### config.mk
export PLATFORM = sky130hd
export DESIGN_NAME = ebr_port_arbiter_flat
export DESIGN_NICKNAME = d
export VERILOG_FILES = /design/src/rtl/ebr_port_arbiter_if.sv /design/src/rtl/ebr_port_arbiter.sv /design/src/flat_wrapper.sv
export SDC_FILE = /design/constraint.sdc
export NUM_CORES = 1
export LEC_CHECK = 0
export BUFFER_PORTS_ARGS = -buffer_cell sky130_fd_sc_hd__buf_2
export CAP_MARGIN = 10
export CORE_UTILIZATION = 25
export CTS_BUF_LIST = sky130_fd_sc_hd__clkbuf_16
export CTS_CLUSTER_DIAMETER = 80
export DETAILED_ROUTE_END_ITERATION = 12
export GPL_ROUTABILITY_DRIVEN = 0
export PLACE_DENSITY = 0.72
export SLEW_MARGIN = 20
export SYNTH_ARGS = -nofsm -noshare
export SYNTH_HDL_FRONTEND = slang
export SYNTH_SLANG_ARGS = --single-unit
### constraint.sdc
create_clock -name clk -period 2.1 [get_ports clk]
set_clock_uncertainty 0.05 [all_clocks]
set_input_delay 0.21 -clock clk [delete_from_list [all_inputs] [get_ports clk]]
set_output_delay 0.21 -clock clk [all_outputs]
set_load 0.02 [all_outputs]
### src/rtl/ebr_port_arbiter_if.sv
// Bundle for the two requester ports, the shared response and the EBR mode-0 pins.
// slave: arbiter view. master: clients plus the RAM primitive's registered output.
interface ebr_port_arbiter_if #(
    parameter int unsigned ADDR_W = 8,
    parameter int unsigned DATA_W = 16
);
    // Requester A
    logic              a_valid;
    logic              a_ready;
    logic              a_we;
    logic [ADDR_W-1:0] a_addr;
    logic [DATA_W-1:0] a_wdata;
    logic [DATA_W-1:0] a_mask;
    logic              a_rsp_valid;

    // Requester B
    logic              b_valid;
    logic              b_ready;
    logic              b_we;
    logic [ADDR_W-1:0] b_addr;
    logic [DATA_W-1:0] b_wdata;
    logic [DATA_W-1:0] b_mask;
    logic              b_rsp_valid;

    // Shared read data, qualified by a_rsp_valid / b_rsp_valid
    logic [DATA_W-1:0] rsp_rdata;

    // EBR pins
    logic              ram_re;
    logic [ADDR_W-1:0] ram_raddr;
    logic              ram_we;
    logic [ADDR_W-1:0] ram_waddr;
    logic [DATA_W-1:0] ram_wdata;
    logic [DATA_W-1:0] ram_mask;
    logic [DATA_W-1:0] ram_rdata;

    modport slave (
        input  a_valid, a_we, a_addr, a_wdata, a_mask,
        input  b_valid, b_we, b_addr, b_wdata, b_mask,
        output a_ready, b_ready, a_rsp_valid, b_rsp_valid, rsp_rdata,
        output ram_re, ram_raddr, ram_we, ram_waddr, ram_wdata, ram_mask,
        input  ram_rdata
    );

    modport master (
        output a_valid, a_we, a_addr, a_wdata, a_mask,
        output b_valid, b_we, b_addr, b_wdata, b_mask,
        input  a_ready, b_ready, a_rsp_valid, b_rsp_valid, rsp_rdata,
        input  ram_re, ram_raddr, ram_we, ram_waddr, ram_wdata, ram_mask,
        output ram_rdata
    );
endinterface

### src/rtl/ebr_port_arbiter.sv
// Two-requester arbiter for one iCE40 EBR in mode 0 (256 x 16, one read + one write port).
// Reads and writes are arbitrated independently with separate round-robin pointers, so one
// read and one write can issue in the same cycle. A read that hits the address being written
// in the same cycle is held off one cycle so it returns the new data.
module ebr_port_arbiter #(
    parameter int unsigned ADDR_W = 8,
    parameter int unsigned DATA_W = 16
) (
    input  logic                clk,
    input  logic                rst_n,
    ebr_port_arbiter_if.slave   bus
);

    typedef enum logic {
        SelA = 1'b0,
        SelB = 1'b1
    } sel_e;

    // Round-robin pointers: last requester granted under contention
    sel_e              r_wr_last;
    sel_e              r_rd_last;
    // Outstanding read response: owner tag and pending flag
    sel_e              r_rd_who;
    logic              r_rd_pend;

    logic              w_a_wr;
    logic              w_b_wr;
    logic              w_a_rd;
    logic              w_b_rd;
    logic              w_wr_both;
    logic              w_rd_both;
    sel_e              w_wr_sel;
    sel_e              w_rd_sel;
    logic              w_wr_gnt;
    logic              w_rd_req;
    logic              w_rd_gnt;
    logic              w_collide;
    logic [ADDR_W-1:0] w_waddr;
    logic [DATA_W-1:0] w_wdata;
    logic [DATA_W-1:0] w_wmask;
    logic [ADDR_W-1:0] w_raddr;

    // Classify requests; during reset nothing is a candidate, so every grant is forced off
    always_comb begin
        w_a_wr = rst_n & bus.a_valid &  bus.a_we;
        w_b_wr = rst_n & bus.b_valid &  bus.b_we;
        w_a_rd = rst_n & bus.a_valid & ~bus.a_we;
        w_b_rd = rst_n & bus.b_valid & ~bus.b_we;
    end

    // Write arbitration: sole candidate wins, otherwise the one not granted last time
    always_comb begin
        w_wr_both = w_a_wr & w_b_wr;
        w_wr_gnt  = w_a_wr | w_b_wr;
        if (w_wr_both) begin
            w_wr_sel = (r_wr_last == SelB) ? SelA : SelB;
        end else begin
            w_wr_sel = w_b_wr ? SelB : SelA;
        end
        w_waddr = (w_wr_sel == SelB) ? bus.b_addr  : bus.a_addr;
        w_wdata = (w_wr_sel == SelB) ? bus.b_wdata : bus.a_wdata;
        w_wmask = (w_wr_sel == SelB) ? bus.b_mask  : bus.a_mask;
    end

    // Read arbitration: same scheme with its own pointer
    always_comb begin
        w_rd_both = w_a_rd & w_b_rd;
        w_rd_req  = w_a_rd | w_b_rd;
        if (w_rd_both) begin
            w_rd_sel = (r_rd_last == SelB) ? SelA : SelB;
        end else begin
            w_rd_sel = w_b_rd ? SelB : SelA;
        end
        w_raddr = (w_rd_sel == SelB) ? bus.b_addr : bus.a_addr;
    end

    // Write wins a same-address collision; the read retries and then sees the new word
    always_comb begin
        w_collide = w_wr_gnt & w_rd_req & (w_waddr == w_raddr);
        w_rd_gnt  = w_rd_req & ~w_collide;
    end

    // Drive readies and RAM pins; idle sides present zeros
    always_comb begin
        bus.a_ready   = (w_wr_gnt & (w_wr_sel == SelA)) | (w_rd_gnt & (w_rd_sel == SelA));
        bus.b_ready   = (w_wr_gnt & (w_wr_sel == SelB)) | (w_rd_gnt & (w_rd_sel == SelB));

        bus.ram_we    = w_wr_gnt;
        bus.ram_waddr = w_wr_gnt ? w_waddr : '0;
        bus.ram_wdata = w_wr_gnt ? w_wdata : '0;
        bus.ram_mask  = w_wr_gnt ? w_wmask : '0;

        bus.ram_re    = w_rd_gnt;
        bus.ram_raddr = w_rd_gnt ? w_raddr : '0;
    end

    // Response steering: the EBR output register holds the word one cycle after the grant
    always_comb begin
        bus.a_rsp_valid = r_rd_pend & (r_rd_who == SelA);
        bus.b_rsp_valid = r_rd_pend & (r_rd_who == SelB);
        bus.rsp_rdata   = bus.ram_rdata;
    end

    // Pointers move only when a contended grant is actually issued
    always_ff @(posedge clk or negedge rst_n) begin
        if (!rst_n) begin
            r_wr_last <= SelB;
            r_rd_last <= SelB;
        end else begin
            if (w_wr_gnt && w_wr_both) begin
                r_wr_last <= w_wr_sel;
            end
            if (w_rd_gnt && w_rd_both) begin
                r_rd_last <= w_rd_sel;
            end
        end
    end

    // Track the read issued this cycle so its response is tagged next cycle
    always_ff @(posedge clk or negedge rst_n) begin
        if (!rst_n) begin
            r_rd_pend <= 1'b0;
            r_rd_who  <= SelA;
        end else begin
            r_rd_pend <= w_rd_gnt;
            if (w_rd_gnt) begin
                r_rd_who <= w_rd_sel;
            end
        end
    end

endmodule

### src/flat_wrapper.sv
// flat-port wrapper written by rule: the top's interface ports become plain ports
module ebr_port_arbiter_flat 
#(
    parameter int unsigned ADDR_W = 8,
    parameter int unsigned DATA_W = 16
)
  (clk, rst_n, bus_a_valid, bus_a_we, bus_a_addr, bus_a_wdata, bus_a_mask, bus_b_valid, bus_b_we, bus_b_addr, bus_b_wdata, bus_b_mask, bus_a_ready, bus_b_ready, bus_a_rsp_valid, bus_b_rsp_valid, bus_rsp_rdata, bus_ram_re, bus_ram_raddr, bus_ram_we, bus_ram_waddr, bus_ram_wdata, bus_ram_mask, bus_ram_rdata);
  ebr_port_arbiter_if #(.ADDR_W(ADDR_W), .DATA_W(DATA_W)) bus_i ();
  input  logic clk;
  input  logic rst_n;
  input wire logic [$bits(bus_i.a_valid)-1:0] bus_a_valid;
  input wire logic [$bits(bus_i.a_we)-1:0] bus_a_we;
  input wire logic [$bits(bus_i.a_addr)-1:0] bus_a_addr;
  input wire logic [$bits(bus_i.a_wdata)-1:0] bus_a_wdata;
  input wire logic [$bits(bus_i.a_mask)-1:0] bus_a_mask;
  input wire logic [$bits(bus_i.b_valid)-1:0] bus_b_valid;
  input wire logic [$bits(bus_i.b_we)-1:0] bus_b_we;
  input wire logic [$bits(bus_i.b_addr)-1:0] bus_b_addr;
  input wire logic [$bits(bus_i.b_wdata)-1:0] bus_b_wdata;
  input wire logic [$bits(bus_i.b_mask)-1:0] bus_b_mask;
  output wire logic [$bits(bus_i.a_ready)-1:0] bus_a_ready;
  output wire logic [$bits(bus_i.b_ready)-1:0] bus_b_ready;
  output wire logic [$bits(bus_i.a_rsp_valid)-1:0] bus_a_rsp_valid;
  output wire logic [$bits(bus_i.b_rsp_valid)-1:0] bus_b_rsp_valid;
  output wire logic [$bits(bus_i.rsp_rdata)-1:0] bus_rsp_rdata;
  output wire logic [$bits(bus_i.ram_re)-1:0] bus_ram_re;
  output wire logic [$bits(bus_i.ram_raddr)-1:0] bus_ram_raddr;
  output wire logic [$bits(bus_i.ram_we)-1:0] bus_ram_we;
  output wire logic [$bits(bus_i.ram_waddr)-1:0] bus_ram_waddr;
  output wire logic [$bits(bus_i.ram_wdata)-1:0] bus_ram_wdata;
  output wire logic [$bits(bus_i.ram_mask)-1:0] bus_ram_mask;
  input wire logic [$bits(bus_i.ram_rdata)-1:0] bus_ram_rdata;
  assign bus_i.a_valid = bus_a_valid;
  assign bus_i.a_we = bus_a_we;
  assign bus_i.a_addr = bus_a_addr;
  assign bus_i.a_wdata = bus_a_wdata;
  assign bus_i.a_mask = bus_a_mask;
  assign bus_i.b_valid = bus_b_valid;
  assign bus_i.b_we = bus_b_we;
  assign bus_i.b_addr = bus_b_addr;
  assign bus_i.b_wdata = bus_b_wdata;
  assign bus_i.b_mask = bus_b_mask;
  assign bus_a_ready = bus_i.a_ready;
  assign bus_b_ready = bus_i.b_ready;
  assign bus_a_rsp_valid = bus_i.a_rsp_valid;
  assign bus_b_rsp_valid = bus_i.b_rsp_valid;
  assign bus_rsp_rdata = bus_i.rsp_rdata;
  assign bus_ram_re = bus_i.ram_re;
  assign bus_ram_raddr = bus_i.ram_raddr;
  assign bus_ram_we = bus_i.ram_we;
  assign bus_ram_waddr = bus_i.ram_waddr;
  assign bus_ram_wdata = bus_i.ram_wdata;
  assign bus_ram_mask = bus_i.ram_mask;
  assign bus_i.ram_rdata = bus_ram_rdata;
  ebr_port_arbiter #(.ADDR_W(ADDR_W), .DATA_W(DATA_W)) u_core (.clk(clk), .rst_n(rst_n), .bus(bus_i));
endmodule
Yosys cells after proc, flatten, opt, wreduce, memory -nomap -nowiden
Index checks and enable logic that the tools add are counted.
{ "op_classes": {"n_mul": 0, "addsub": 0, "order_cmp": 0, "bitwise": 27, "n_mux": 14, "eq_ne": 1, "shifts": 0, "div_mod_pow": 0, "reduce_logical": 2} }
{ "op_table": {"columns": ["operator", "count"], "rows": [
  ["16-bit two-way mux", 4],
  ["8-bit two-way mux", 4],
  ["1-bit AND", 17],
  ["8-bit == test", 1],
  ["1-bit two-way mux", 6],
  ["1-bit NOT", 6],
  ["1-bit bitwise OR", 4],
  ["1-bit logical AND", 2]
]} }
{ "totals": {"n_memories": 0, "ff_bits": 4, "rom_bits": 0, "input_bits": 102, "out_inout_bits": 70, "ram_bits": 0, "wordCells": 48, "latchBits": 0} }

Longest topological paths before layout
{ "logic_depth": {"ltp_word": 11, "ltp_mapped": 6} }

Least setup slack after synthesis
Ideal clock, no wire load.
{ "synth_timing": {"kind": "reg2out", "start": "register u_core.r_wr_last", "end": "output port bus_ram_mask[0]", "n_path_buf": 2, "slack_ns": 0.408, "arrival_ns": 1.432, "stages_incl_launch_ff": 7, "path_cell_list": "dfstp_2 > nand3_1 > and4_1 > buf_2 > nor2_4 > buf_4 > a22o_1"} }
{ "synth_between": {"elab_chain_cells": 4} }
{ "synth_lines": {"columns": ["element", "line_no", "text"], "rows": [
  ["from (decl)", "ebr_port_arbiter.sv:20", "sel_e r_wr_last;"],
  ["from (signal assigned)", "ebr_port_arbiter.sv:107", "r_wr_last <= SelB;"],
  ["from (signal assigned)", "ebr_port_arbiter.sv:111", "r_wr_last <= w_wr_sel;"],
  ["1-bit two-way mux", "ebr_port_arbiter.sv:56", "w_wr_sel = (r_wr_last == SelB) ? SelA : SelB;"],
  ["1-bit two-way mux", "ebr_port_arbiter.sv:55", "if (w_wr_both) begin"],
  ["16-bit two-way mux", "ebr_port_arbiter.sv:62", "w_wmask = (w_wr_sel == SelB) ? bus.b_mask : bus.a_mask;"],
  ["16-bit two-way mux", "ebr_port_arbiter.sv:91", "bus.ram_mask = w_wr_gnt ? w_wmask : '0;"],
  ["to (decl)", "flat_wrapper.sv:31", "output wire logic [$bits(bus_i.ram_mask)-1:0] bus_ram_mask;"]
]} }
No other way between the ends.

Worst setup path after layout
{ "layout_timing": {"start": "register u_core.r_wr_last", "end": "output port bus_ram_wdata[4]"} }
{ "layout_between": {"elab_chain_cells": 4} }
{ "layout_lines": {"columns": ["element", "line_no", "text"], "rows": [
  ["1-bit two-way mux", "ebr_port_arbiter.sv:56", null],
  ["1-bit two-way mux", "ebr_port_arbiter.sv:55", null],
  ["16-bit two-way mux", "ebr_port_arbiter.sv:61", "w_wdata = (w_wr_sel == SelB) ? bus.b_wdata : bus.a_wdata;"],
  ["16-bit two-way mux", "ebr_port_arbiter.sv:90", "bus.ram_wdata = w_wr_gnt ? w_wdata : '0;"],
  ["to (decl)", "flat_wrapper.sv:30", "output wire logic [$bits(bus_i.ram_wdata)-1:0] bus_ram_wdata;"]
]} }
No other way between the ends.

==> results.yml <==
min_path:
  worstHoldEndpoint: "u_core.r_rd_last"
  hold_class: "input pin to flop"
  worstHoldStart: "rst_n"
  hold_path_depth: 3
routing:
  routed_wl_um: 4185
  drtIter0Drc: 35
  antenna_left: 0
  viasPerCell: 4.816
  num_vias: 1541
  routedWlPerCell_um: 13.08
  first_pass_iters: 4
  drc: 0
flow_run:
  drv_cap: 0
logic_synthesis:
  ys_warn_count: 0
  synthesis.area_um2: 1090
  synth_nets: 248
  avgSynthCellArea_um2: 7.464
  ys_seq_area_frac: 0.09414
  synth_seq_cells: 4
  synth_cell_types: 30
  synth_cells: 146
timing:
  max_slew_margin: 0.7140
  finalCriticalPeriod_ns: 1.996
  finalMaxSlewViolations: 0
  fin_hold_ws_ns: 0.2745
  setup_viol: 0
  max_freq_ghz: 0.5010
  fin_crit_sh: 0.9504
  hold_violations: 0
  worst_slew_pin_slew_ns: 0.4278
  tns_ns: 0
  rsz0062_at_grt: "no"
cts:
  cts_buffer_depth: 2
  cts_hold_buffers: 2
  postCtsResizedCells: 0
  h-tree-depth: 1
  cts.clk_slew.worst_paths_ns: 0.03
  cts.sinks: 4
  post_cts.repair.setup_buffers: 0
  cts_inserted_buffers: 3
  root_buffer: "clkbuf_16"
  insertion_delay_ns: 0.22
  cts_tree: "yes"
critical_path:
  worstPathMaxFanout: 17
  crit_start: "u_core.r_wr_last"
  reg2reg_depth: 5
  start_kind: "flop"
  path_class: "flop to primary output"
  r2r_start: "u_core.r_rd_last"
  critPathRequiredTime_ns: 1.84
  rrSetupSlack_ns: 0.79
  r2r-end: "u_core.r_rd_who"
  cp-end-kind: "primary output"
  crit_arrival_ns: 1.74
grt:
  grt_max_degree: 33
  grt_pass1_vias: 1214
  antenna_found_initial: 0
  track_usage: 0.1565
  grt_pass1_wl_um: 5388
  globalRouteOverflowTotal: 0
pwr:
  p_leak_nw: 1.063
  power.density_nw_per_um2: 472.7
  peakVddDrop_uv: 217.2
die:
  die_w_um: 68.03
  die_h_um: 68.03
  initial_utilization: 0.2667
  coreArea_um2: 4086
  dieArea_um2: 4627
  row_count: 23
  pin_count: 172
placement:
  place_area_um2: 1724
  dp_hpwl_um: 3324
  dpl.cell_count: 314
  port_buffers: 139
finish:
  final_cells: 320
  final_nets: 373
  n_antenna_cell: 0
  post-route-cell-area_um2: 1823
  synthToLayoutAreaGrowth_pct: 67.28
  layout-drive-gt1-share: 0.5926
run_status:
  status: "complete, no violations"
where the power goes:
part,internal (W),switching [W]
Combinational,0.000187,0.000235
Clock,0.000246,0.0000590
Sequential,0.000116,0.0000181
critical path, stage by stage, from the launching register on:
cell	delay (ns)
dfstp_2	0.52
nand3_1	0.10
and4_1	0.27
buf_4	0.21
a22o_1	0.24
buf_2	0.16
placed cells by master (no fill, tap or decap), types with 3 or more instances in the layout:
cell type and n:
mux2i_1 8, buf_2 139, nand3_1 3, inv_1 3, buf_4 4, clkbuf_16 3, xor2_1 7, a21oi_1 8
nor2_1 11, a22o_1 32, nor2b_1 7, nand2_1 21
cell usage after synthesis:
| cell | n | share of area |
|---|---|---|
| nand3_2 | 1 | 0.0092 |
| xor2_1 | 7 | 0.056 |
| nand3_1 | 3 | 0.014 |
| dfrtp_1 | 2 | 0.046 |
| inv_1 | 2 | 0.0069 |
| nor4_2 | 1 | 0.011 |
| o21bai_4 | 1 | 0.017 |
| o21ai_2 | 2 | 0.016 |
| buf_4 | 20 | 0.14 |
| dfstp_2 | 2 | 0.048 |
| nand2_2 | 1 | 0.0057 |
| and4_1 | 1 | 0.0080 |
| xnor2_1 | 1 | 0.0080 |
| and2_1 | 1 | 0.0057 |
| nor2_1 | 11 | 0.038 |
| clkbuf_1 | 1 | 0.0034 |
| a21oi_1 | 8 | 0.037 |
| nor4_4 | 1 | 0.020 |
| nand4_1 | 1 | 0.0057 |
| inv_2 | 1 | 0.0034 |
| nand2_1 | 21 | 0.072 |
| nor2_4 | 1 | 0.010 |
| buf_2 | 5 | 0.023 |
| o21ai_1 | 1 | 0.0046 |
| a21boi_2 | 1 | 0.010 |
| nor2b_1 | 7 | 0.040 |
| mux2i_1 | 8 | 0.073 |
| a22o_1 | 32 | 0.26 |
| a211oi_1 | 1 | 0.0069 |
| o21ai_0 | 1 | 0.0046 |
worst max path at each step:
stage,end,slack [ns],cells after the start
floorplan,bus_ram_mask[0],0.41,6
global placement,bus_ram_raddr[7],0.33,7
detailed placement,bus_ram_raddr[4],0.32,7
CTS,bus_ram_mask[15],0.1,6
global route,bus_ram_mask[13],0.01,6
finish,bus_ram_wdata[4],0.10,5
area by class of cell:
class | count | area (um^2)
timing repair buffer | 146 | 765.7
fill | 441 | 2263
inverter | 3 | 11.26
tap | 50 | 62.56
clock buffer | 3 | 75.07
clock inverter | 1 | 3.754
sequential | 4 | 102.6
multi-input combinational | 113 | 802.0
registers in the layout (all words and copies together), names as in the netlist:
| name | count |
|---|---|
| u_core.r_rd_pend | 1 |
| u_core.r_rd_last | 1 |
| u_core.r_rd_who | 1 |
| u_core.r_wr_last | 1 |
logic make-up after synthesis:
kind of cell	count (synthesis)	share of synthesized area
simple gates	50	0.2400
compound gates	47	0.3536
buf+inv	29	0.1745
flops	4	0.09415
xor+xnor	8	0.06430
mux	8	0.07348
per-stage QoR:
step                power [W]    util  setup slack, ns
finish              0.0008617  0.4461           0.1041
floorplan           0.0004165       -           0.4077
global placement    0.0005487  0.4219           0.3293
global route        0.0009113  0.4461          0.01091
detailed placement  0.0005537  0.4219           0.3199
CTS                 0.0008713  0.4461          0.09787
routing by layer:
| metal | vias to the layer above | track usage | wire [um] |
|---|---|---|---|
| met4 | 0 | 0.07292 | 74 |
| met1 | 663 | 0.1714 | 1630 |
| met3 | 8 | 0.04167 | 507 |
| met2 | 109 | 0.2770 | 1973 |
| met5 | - | 0 | 0 |
| li1 | 761 | - | - |
No activity file was read; power rests on OpenSTA's default activity.
